**config.mk**
```make
export PLATFORM = sky130hd
export DESIGN_NAME = alu_arbiter
export DESIGN_NICKNAME = d
export VERILOG_FILES = /design/src/rtl/alu_arbiter.sv
export SDC_FILE = /design/constraint.sdc
export NUM_CORES = 1
export LEC_CHECK = 0
export BUFFER_PORTS_ARGS = -buffer_cell sky130_fd_sc_hd__buf_2
export CORE_MARGIN = 5
export CORE_UTILIZATION = 30
export DETAILED_ROUTE_END_ITERATION = 16
export PLACE_DENSITY = 0.62
export SETUP_SLACK_MARGIN = 0.2
export SYNTH_ARGS = -nofsm -noshare
export SYNTH_HDL_FRONTEND = slang
export SYNTH_SLANG_ARGS = --single-unit
export TNS_END_PERCENT = 30
```
**constraint.sdc**
```tcl
create_clock -name clk -period 3.85 [get_ports clk]
set_input_delay 0.5775 -clock clk [delete_from_list [all_inputs] [get_ports clk]]
set_output_delay 0.5775 -clock clk [all_outputs]
set_load 0.01 [all_outputs]
```
**src/rtl/alu_arbiter.sv**
```systemverilog
// Round-robin arbiter sharing one combinational alu16 between two valid/ready requesters.
// One command in flight; result returned on a single tagged response channel.
module alu_arbiter #(
    parameter int unsigned ALU_LAT = 1,
    parameter int unsigned WIDTH   = 16
) (
    input  logic             clk,
    input  logic             reset,
    input  logic             req0_valid,
    output logic             req0_ready,
    input  logic [3:0]       req0_opcode,
    input  logic [WIDTH-1:0] req0_a,
    input  logic [WIDTH-1:0] req0_b,
    input  logic             req0_cin,
    input  logic             req1_valid,
    output logic             req1_ready,
    input  logic [3:0]       req1_opcode,
    input  logic [WIDTH-1:0] req1_a,
    input  logic [WIDTH-1:0] req1_b,
    input  logic             req1_cin,
    output logic             rsp_valid,
    input  logic             rsp_ready,
    output logic             rsp_id,
    output logic [WIDTH-1:0] rsp_result,
    output logic             rsp_cout,
    output logic             rsp_err,
    output logic [WIDTH-1:0] alu_a,
    output logic [WIDTH-1:0] alu_b,
    output logic [3:0]       alu_sel,
    output logic             alu_cin,
    input  logic [WIDTH-1:0] alu_result,
    input  logic             alu_cout
);

    localparam int unsigned CW = 4;

    typedef enum logic [1:0] {IDLE, ISSUE, RESP} state_t;

    state_t          state;
    logic [CW-1:0]   cnt;
    logic            last_grant;
    logic            grant_any;
    logic            grant_id;
    logic [3:0]      win_op;
    logic [WIDTH-1:0] win_a;
    logic [WIDTH-1:0] win_b;
    logic            win_cin;

    function automatic logic op_legal(input logic [3:0] op);
        return (op == 4'b0000) || (op == 4'b0001) || (op == 4'b0101) ||
               (op == 4'b0110) || (op == 4'b0111);
    endfunction

    // Grant: lone requester wins; on contention the one not served last wins.
    always_comb begin
        grant_any  = req0_valid | req1_valid;
        grant_id   = (req0_valid & req1_valid) ? ~last_grant : req1_valid;
        req0_ready = ~reset & (state == IDLE) & grant_any & ~grant_id;
        req1_ready = ~reset & (state == IDLE) & grant_any & grant_id;
        win_op     = grant_id ? req1_opcode : req0_opcode;
        win_a      = grant_id ? req1_a      : req0_a;
        win_b      = grant_id ? req1_b      : req0_b;
        win_cin    = grant_id ? req1_cin    : req0_cin;
    end

    always_ff @(posedge clk) begin
        if (reset) begin
            state      <= IDLE;
            cnt        <= '0;
            last_grant <= 1'b1;
            rsp_valid  <= 1'b0;
            rsp_id     <= 1'b0;
            rsp_result <= '0;
            rsp_cout   <= 1'b0;
            rsp_err    <= 1'b0;
            alu_a      <= '0;
            alu_b      <= '0;
            alu_sel    <= '0;
            alu_cin    <= 1'b0;
        end else begin
            case (state)
                IDLE: begin
                    if (grant_any) begin
                        alu_sel    <= win_op;
                        alu_a      <= win_a;
                        alu_b      <= win_b;
                        alu_cin    <= win_cin;
                        rsp_id     <= grant_id;
                        last_grant <= grant_id;
                        if (op_legal(win_op)) begin
                            cnt   <= CW'(ALU_LAT - 1);
                            state <= ISSUE;
                        end else begin
                            // Illegal opcode skips the ALU entirely.
                            rsp_result <= '0;
                            rsp_cout   <= 1'b0;
                            rsp_err    <= 1'b1;
                            rsp_valid  <= 1'b1;
                            state      <= RESP;
                        end
                    end
                end
                ISSUE: begin
                    if (cnt == '0) begin
                        rsp_result <= alu_result;
                        rsp_cout   <= alu_cout;
                        rsp_err    <= 1'b0;
                        rsp_valid  <= 1'b1;
                        state      <= RESP;
                    end else begin
                        cnt <= cnt - CW'(1);
                    end
                end
                RESP: begin
                    if (rsp_ready) begin
                        rsp_valid <= 1'b0;
                        state     <= IDLE;
                    end
                end
                default: state <= IDLE;
            endcase
        end
    end

endmodule

```
==> results of run 1 <==
## final cells by class
cell class / instances / share of cell area
multi-input cells: 225 / 0.3564
flip-flops and latches: 64 / 0.3417
repair buffers: 156 / 0.2095
clock buffers: 12 / 0.04404
well taps: 108 / 0.03604
clock inverters: 4 / 0.007341
inverters: 5 / 0.005005
## layer usage
layer / vias to the layer above / GRT usage / wire (um)
met2: 101 / 0.2363 / 3943
met1: 1311 / 0.1835 / 3716
met5: - / 0 / 0
li1: 1423 / - / -
met4: 0 / 0.05920 / 129
met3: 10 / 0.04156 / 632
## flip-flops by register name (all words and copies together), names as in the netlist
register / flops
rsp_id: 1
alu_sel: 4
cnt: 4
rsp_err: 1
alu_a: 16
rsp_result: 16
state: 2
last_grant: 1
rsp_valid: 1
alu_b: 16
rsp_cout: 1
alu_cin: 1
## worst max-delay path, delay by kind of cell (launching register included)
| kind | cells | cell delay, ns |
|---|---|---|
| and+or+nand+nor | 1 | 0.08 |
| AOI/OAI and AO/OA | 1 | 0.51 |
| buffers and inverters | 2 | 0.54 |
| DFF | 1 | 0.38 |
## power by group through the flow
stage	Clock (W)	Combinational (W)	Sequential, W
floorplan	0	0.000284	0.000870
global placement	0	0.000514	0.000829
detailed placement	0	0.000519	0.000831
CTS	0.000571	0.000522	0.000817
global route	0.000598	0.000573	0.000829
finish	0.000550	0.000513	0.000817
## per-stage QoR
stage	area (um2)	cells
after floorplan	2744	318
after global placement	3557	558
after detailed placement	3557	558
after CTS	3750	574
after global routing	3750	574
final	3750	574
## worst max-delay path by stage
stage	from	endpoint	depth (start not counted)
2_1_floorplan	req0_opcode[1]	rsp_cout	7
3_3_place_gp	req0_valid	req0_ready	5
3_5_place_dp	req1_valid	cnt[2]	6
4_1_cts	last_grant	req0_ready	4
5_1_grt	last_grant	req0_ready	4
6_report	last_grant	req0_ready	4
## placed cells by master, fill, tap and decap left out, types with 3 or more instances in the layout
| master | Yosys | layout |
|---|---|---|
| buf_2 | 8 | 154 |
| nand2_1 | 76 | 76 |
| dfxtp_1 | 64 | 64 |
| nor2_1 | 45 | 45 |
| a311oi_1 | 37 | 37 |
| a22o_1 | 17 | 17 |
| clkbuf_8 | 0 | 12 |
| nor3_1 | 9 | 9 |
| inv_1 | 5 | 5 |
| a21oi_1 | 5 | 5 |
| nor2b_1 | 3 | 3 |
| nor3b_2 | 3 | 3 |
| clkinvlp_4 | 0 | 3 |
## kinds of logic (layout without fill, tap and decap cells)
group,count (synthesis),after routing
buffers and inverters,29,177
and+or+nand+nor,147,147
DFF,64,64
AOI/OAI and AO/OA,76,76
adders and majority gates,2,2
==> impl_metrics.csv, run 1 <==
group,metric,value,unit
critical_path,arrival,1.87,ns
logic_synthesis,dominantRegCellSynth,"dfxtp_1",
logic_synthesis,syn_inst,318,
layout,syn2layout_area_growth,36.66,%
critical_path,r2r_end,"alu_sel[0]",
clocking,cts_buffer_depth,2,
logic_synthesis,synth.top_cells.by_count,"nand2_1 (76), dfxtp_1 (64), nor2_1 (45), a311oi_1 (37), a22o_1 (17)",
job,cap_violations,0,
logic_synthesis,ys_async_sr_fraction,0,
logic_synthesis,syn-num-nets,416,
critical_path,reg2reg_slack,1.49,ns
timing,setup_viol,0,
timing,rsz0062_at_grt,"false",
logic_synthesis,synthXorXnorAreaFrac,0,
timing,fin_crit_sh,0.6351,
power,power_density,501.3,mW/mm2
logic_synthesis,ys_warn_count,0,
clocking,cts_inserted_buffers,9,
power,switchingPower,0.0006192,W
power,clkPwrFrac,0.292,
critical_path,cp_cell_sequence,"a21boi_4 > buf_4 > nor3_1 > buf_2",
timing,fin_crit,2.445,ns
drt,vias_per_cell,4.956,
clocking,ctsRootBufferMaster,"clkbuf_8",
clocking,cts_hold_buf,0,
layout,fin_util,0.4258,
die,start_util,0.3116,
power,internal_power,0.001260,W
drt,first_pass_iters,4,
clocking,h-tree-depth,3,
logic_synthesis,netlist_area,0.002744,mm2
layout,ff_latch_area,0.001281,mm2
logic_synthesis,synth_area_leaders,"dfxtp_1 (47%), a311oi_1 (12%), nand2_1 (10%)",
drt,wl_per_cell,14.67,um
logic_synthesis,synthAdderAreaFrac,0.009120,
logic_synthesis,ys_seq_area_frac,0.4669,
drt,detail-route-antenna-nets,0,
logic_synthesis,synthSimpleGateAreaFrac,0.2339,
die,coreArea,0.008806,mm2
drt,drt_iter0_markers,96,
logic_synthesis,synth-seq-cells,64,
layout,multiInputGateArea,0.001336,mm2
placed_design,io_buffers,154,
critical_path,worstRegToRegCells,5,
critical_path,cp_data_required_time,3.27,ns
power,p_leak,1.803,nW
timing,hold_violations,0,
power,pwr-share-comb,0.273,
timing,clock.fmax,0.4090,GHz
clocking,clock_latency,0.34,ns
logic_synthesis,synth_compound_area_frac,0.2371,
critical_path,start_kind,"flop",
critical_path,critical-path-max-stage-delay,0.51,ns
clocking,cts.sinks,64,
timing,report.final.slew_viol_count,0,
critical_path,slowest_stage,"a21boi_4",
logic_synthesis,synth_most_common_cell,"nand2_1",
logic_synthesis,synth.area.mux_share,0,
layout,layout-drive-gt1-share,0.3970,
timing,slew_headroom,0.2648,
global_routing,antenna_found_initial,0,
global_routing,grt_pass1_wl,13330,um
global_routing,grt_pass1_vias,2771,
min_path,holdCritStartpoint,"alu_result[8]",
timing,fin_ws,1.405,ns
critical_path,r2r_start,"state[1]",
drt,totalWireLength,8421,um
logic_synthesis,synth_enable_flop_cells,0,
logic_synthesis,avgSynthCellArea,8.629,um2
clocking,cts_setup_buffers,0,
die,num_rows,34,
clocking,cts_tree,"done",
power,p_sw_frac,0.3294,
die,die_w,105.6,um
timing,finalSetupTns,0,ns
drt,drc_errors,0,
clocking,cts_resized,0,
layout,n_fill_cell,920,
min_path,min_to,"rsp_result[8]",
global_routing,gr-total-overflow,0,
logic_synthesis,synth_top_family_by_area,"compound AO/OA/AOI/OAI gates",
critical_path,crit_path_max_fanout,21,
placed_design,gp_congestion,0.7665,
timing,tightest_slew,1.099,ns
die,die_h,105.6,um
global_routing,grt_use_total,0.1461,
placed_design,hpwl,6142,um
power,seq_power_share,0.435,
min_path,min_path_cells,2,
drt,vias,2845,
global_routing,grt_max_degree,50,
power,fin_total_pwr,0.001880,W
clocking,clkTransAtPathRegs,0.08,ns
logic_synthesis,synth_top_area_frac,0.4669,
power,peakVddDrop,204.8,uV
die,io_pins,155,
layout,nets,559,
timing,fin_skew,0.01097,ns
placed_design,pre_cts_slack,1.344,ns
min_path,hp-class,"primary input to flop",
die,die_area,0.01116,mm2
run_status,status,"completed",
critical_path,critical_path_class,"flop to output pin",
timing,holdWs,0.4510,ns
layout,antenna_cells,0,
logic_synthesis,yosysTopAreaCell,"dfxtp_1",
critical_path,end_kind,"output pin",
logic_synthesis,ys_types,39,
(Power assumes the default switching activity.)
==> run 2: changes to the inputs <==
- PLACE_DENSITY: 0.62 -> 0.64
- clock period: 3.85 -> 2.1 ns (I/O delays scaled with it)
==> impl_metrics.csv, run 2 (synthesis results as in run 1) <==
group,metric,value,unit
global_routing,grt_use_total,0.1497,
timing,fin_ws,0.3035,ns
critical_path,end_kind,"output pin",
critical_path,critical-path-max-stage-delay,0.38,ns
timing,rsz0062_at_grt,"true",
clocking,cts_hold_buf,0,
clocking,ctsRootBufferMaster,"clkbuf_8",
layout,largestRegisters,"alu_a: 16 flops, alu_b: 16 flops, rsp_result: 16 flops",
power,switchingPower,0.001189,W
critical_path,start_kind,"flop",
power,seq_power_share,0.420,
global_routing,gr-total-overflow,0,
drt,drc_errors,0,
timing,slew_headroom,0.6960,
clocking,h-tree-depth,3,
die,die_area,0.01116,mm2
layout,fin_util,0.4352,
critical_path,path_delay_family,"flip-flops",
layout,layout_common_cells,"buf_2 (154), nand2_1 (76), dfxtp_1 (64)",
drt,first_pass_iters,4,
critical_path,crit_buf_inv,2,
placed_design,gp_congestion,0.7725,
die,die_w,105.6,um
timing,tightest_slew,0.4525,ns
critical_path,cp_data_required_time,1.78,ns
critical_path,critical_path_class,"flop to output pin",
layout,stdcell_count,581,
clocking,clock_latency,0.35,ns
timing,finalSetupTns,0,ns
placed_design,hpwl,6492,um
die,die_h,105.6,um
timing,hold_violations,0,
die,coreArea,0.008806,mm2
global_routing,grt_pass1_vias,2891,
drt,wl_per_cell,14.59,um
layout,final_common_cell,"buf_2",
timing,holdWs,0.1693,ns
run_status,status,"completed",
layout,layout-drive-gt1-share,0.4059,
min_path,hp-class,"primary input to flop",
layout,ff_latch_area,0.001281,mm2
drt,vias_per_cell,4.978,
layout,n_fill_cell,907,
critical_path,crit_path_max_fanout,20,
die,io_pins,155,
drt,drt_iter0_markers,101,
critical_path,slowest_stage,"dfxtp_1",
power,power_density,930.2,mW/mm2
power,p_sw_frac,0.3334,
critical_path,arrival,1.48,ns
clocking,cts_setup_buffers,0,
drt,vias,2892,
global_routing,grt_pass1_wl,13740,um
layout,multiInputGateArea,0.001341,mm2
power,peakVddDrop,303.3,uV
placed_design,io_buffers,154,
placed_design,placedCellCount,565,
die,num_rows,34,
clocking,cts.sinks,64,
timing,fin_crit_sh,0.8555,
global_routing,antenna_found_initial,0,
timing,fin_crit,1.797,ns
layout,nets,566,
power,internal_power,0.002376,W
drt,totalWireLength,8478,um
clocking,clkTransAtPathRegs,0.08,ns
timing,fin_skew,0.01585,ns
placed_design,pre_cts_slack,0.3823,ns
power,clkPwrFrac,0.306,
layout,syn2layout_area_growth,39.67,%
global_routing,grt_max_degree,47,
drt,detail-route-antenna-nets,0,
timing,setup_viol,0,
timing,report.final.slew_viol_count,0,
power,pwr-share-comb,0.275,
die,start_util,0.3116,
job,cap_violations,0,
critical_path,cp_cell_sequence,"a21boi_4 > buf_6 > and3_1 > buf_2",
timing,clock.fmax,0.5566,GHz
clocking,cts_tree,"done",
layout,antenna_cells,0,
clocking,cts_buffer_depth,2,
power,p_leak,1.854,nW
clocking,cts_inserted_buffers,9,
==> run 2: changes by cell type in the layout (fill, tap and decap cells not counted), sizes merged <==
cell      delta
clkinvlp     -2
buf          +7
clkbuf       -3
bufinv       +1
inv          +3
clkinv       +1
==> run 2: worst paths after layout <==
kind,startpoint,cells past startpoint,end,slack [ns]
worst max-delay path,last_grant,4,req1_ready,0.30
worst min-delay path,alu_result[12],2,rsp_result[12],0.17
worst max register to register,state[0],4,cnt[3],0.40
worst min register to register,rsp_result[11],1,rsp_result[11],0.49
==> run 2: repair_timing <==
action,CTS,global route
endpoints found under the hold margin,0,0
setup endpoints to repair,1,2
pin swaps,0,0
gates resized for setup,1,2
==> run 2: worst reg2reg max path, cell delays in order (launching register included) <==
cell and delay, ns:
dfxtp_1 0.49, nand2b_1 0.20, or4_1 0.45, or3_1 0.35, a21oi_1 0.15
==> run 2: area by class of cell <==
cell class	count	share of cell area
inverters	5	0.004897
multi-input cells	225	0.3500
clock inverters	7	0.02024
flip-flops and latches	64	0.3343
clock buffers	9	0.03232
well taps	108	0.03526
repair buffers	163	0.2230
==> run 2: routing by layer <==
metal	wire length, um	GRT usage	part of all wire
met4	98	0.05458	0.012
met5	0	0	0
met2	3918	0.2505	0.46
met1	3737	0.1793	0.44
met3	723	0.04951	0.085
==> run 2: through the flow <==
stage / instance area [um2] / total power [W]
after floorplan: 2744 / 0.002115
after detailed placement: 3622 / 0.002508
after CTS: 3829 / 0.003620
final: 3832 / 0.003565
after global routing: 3832 / 0.003800
after global placement: 3622 / 0.002488
==> run 2: power by group through the flow <==
| stage | combinational, W | sequential (W) | clock (W) |
|---|---|---|---|
| floorplan | 0.000521 | 0.00159 | 0 |
| finish | 0.000979 | 0.00150 | 0.00109 |
| global placement | 0.000971 | 0.00152 | 0 |
| CTS | 0.000988 | 0.00150 | 0.00113 |
| detailed placement | 0.000984 | 0.00152 | 0 |
| global route | 0.00109 | 0.00152 | 0.00119 |
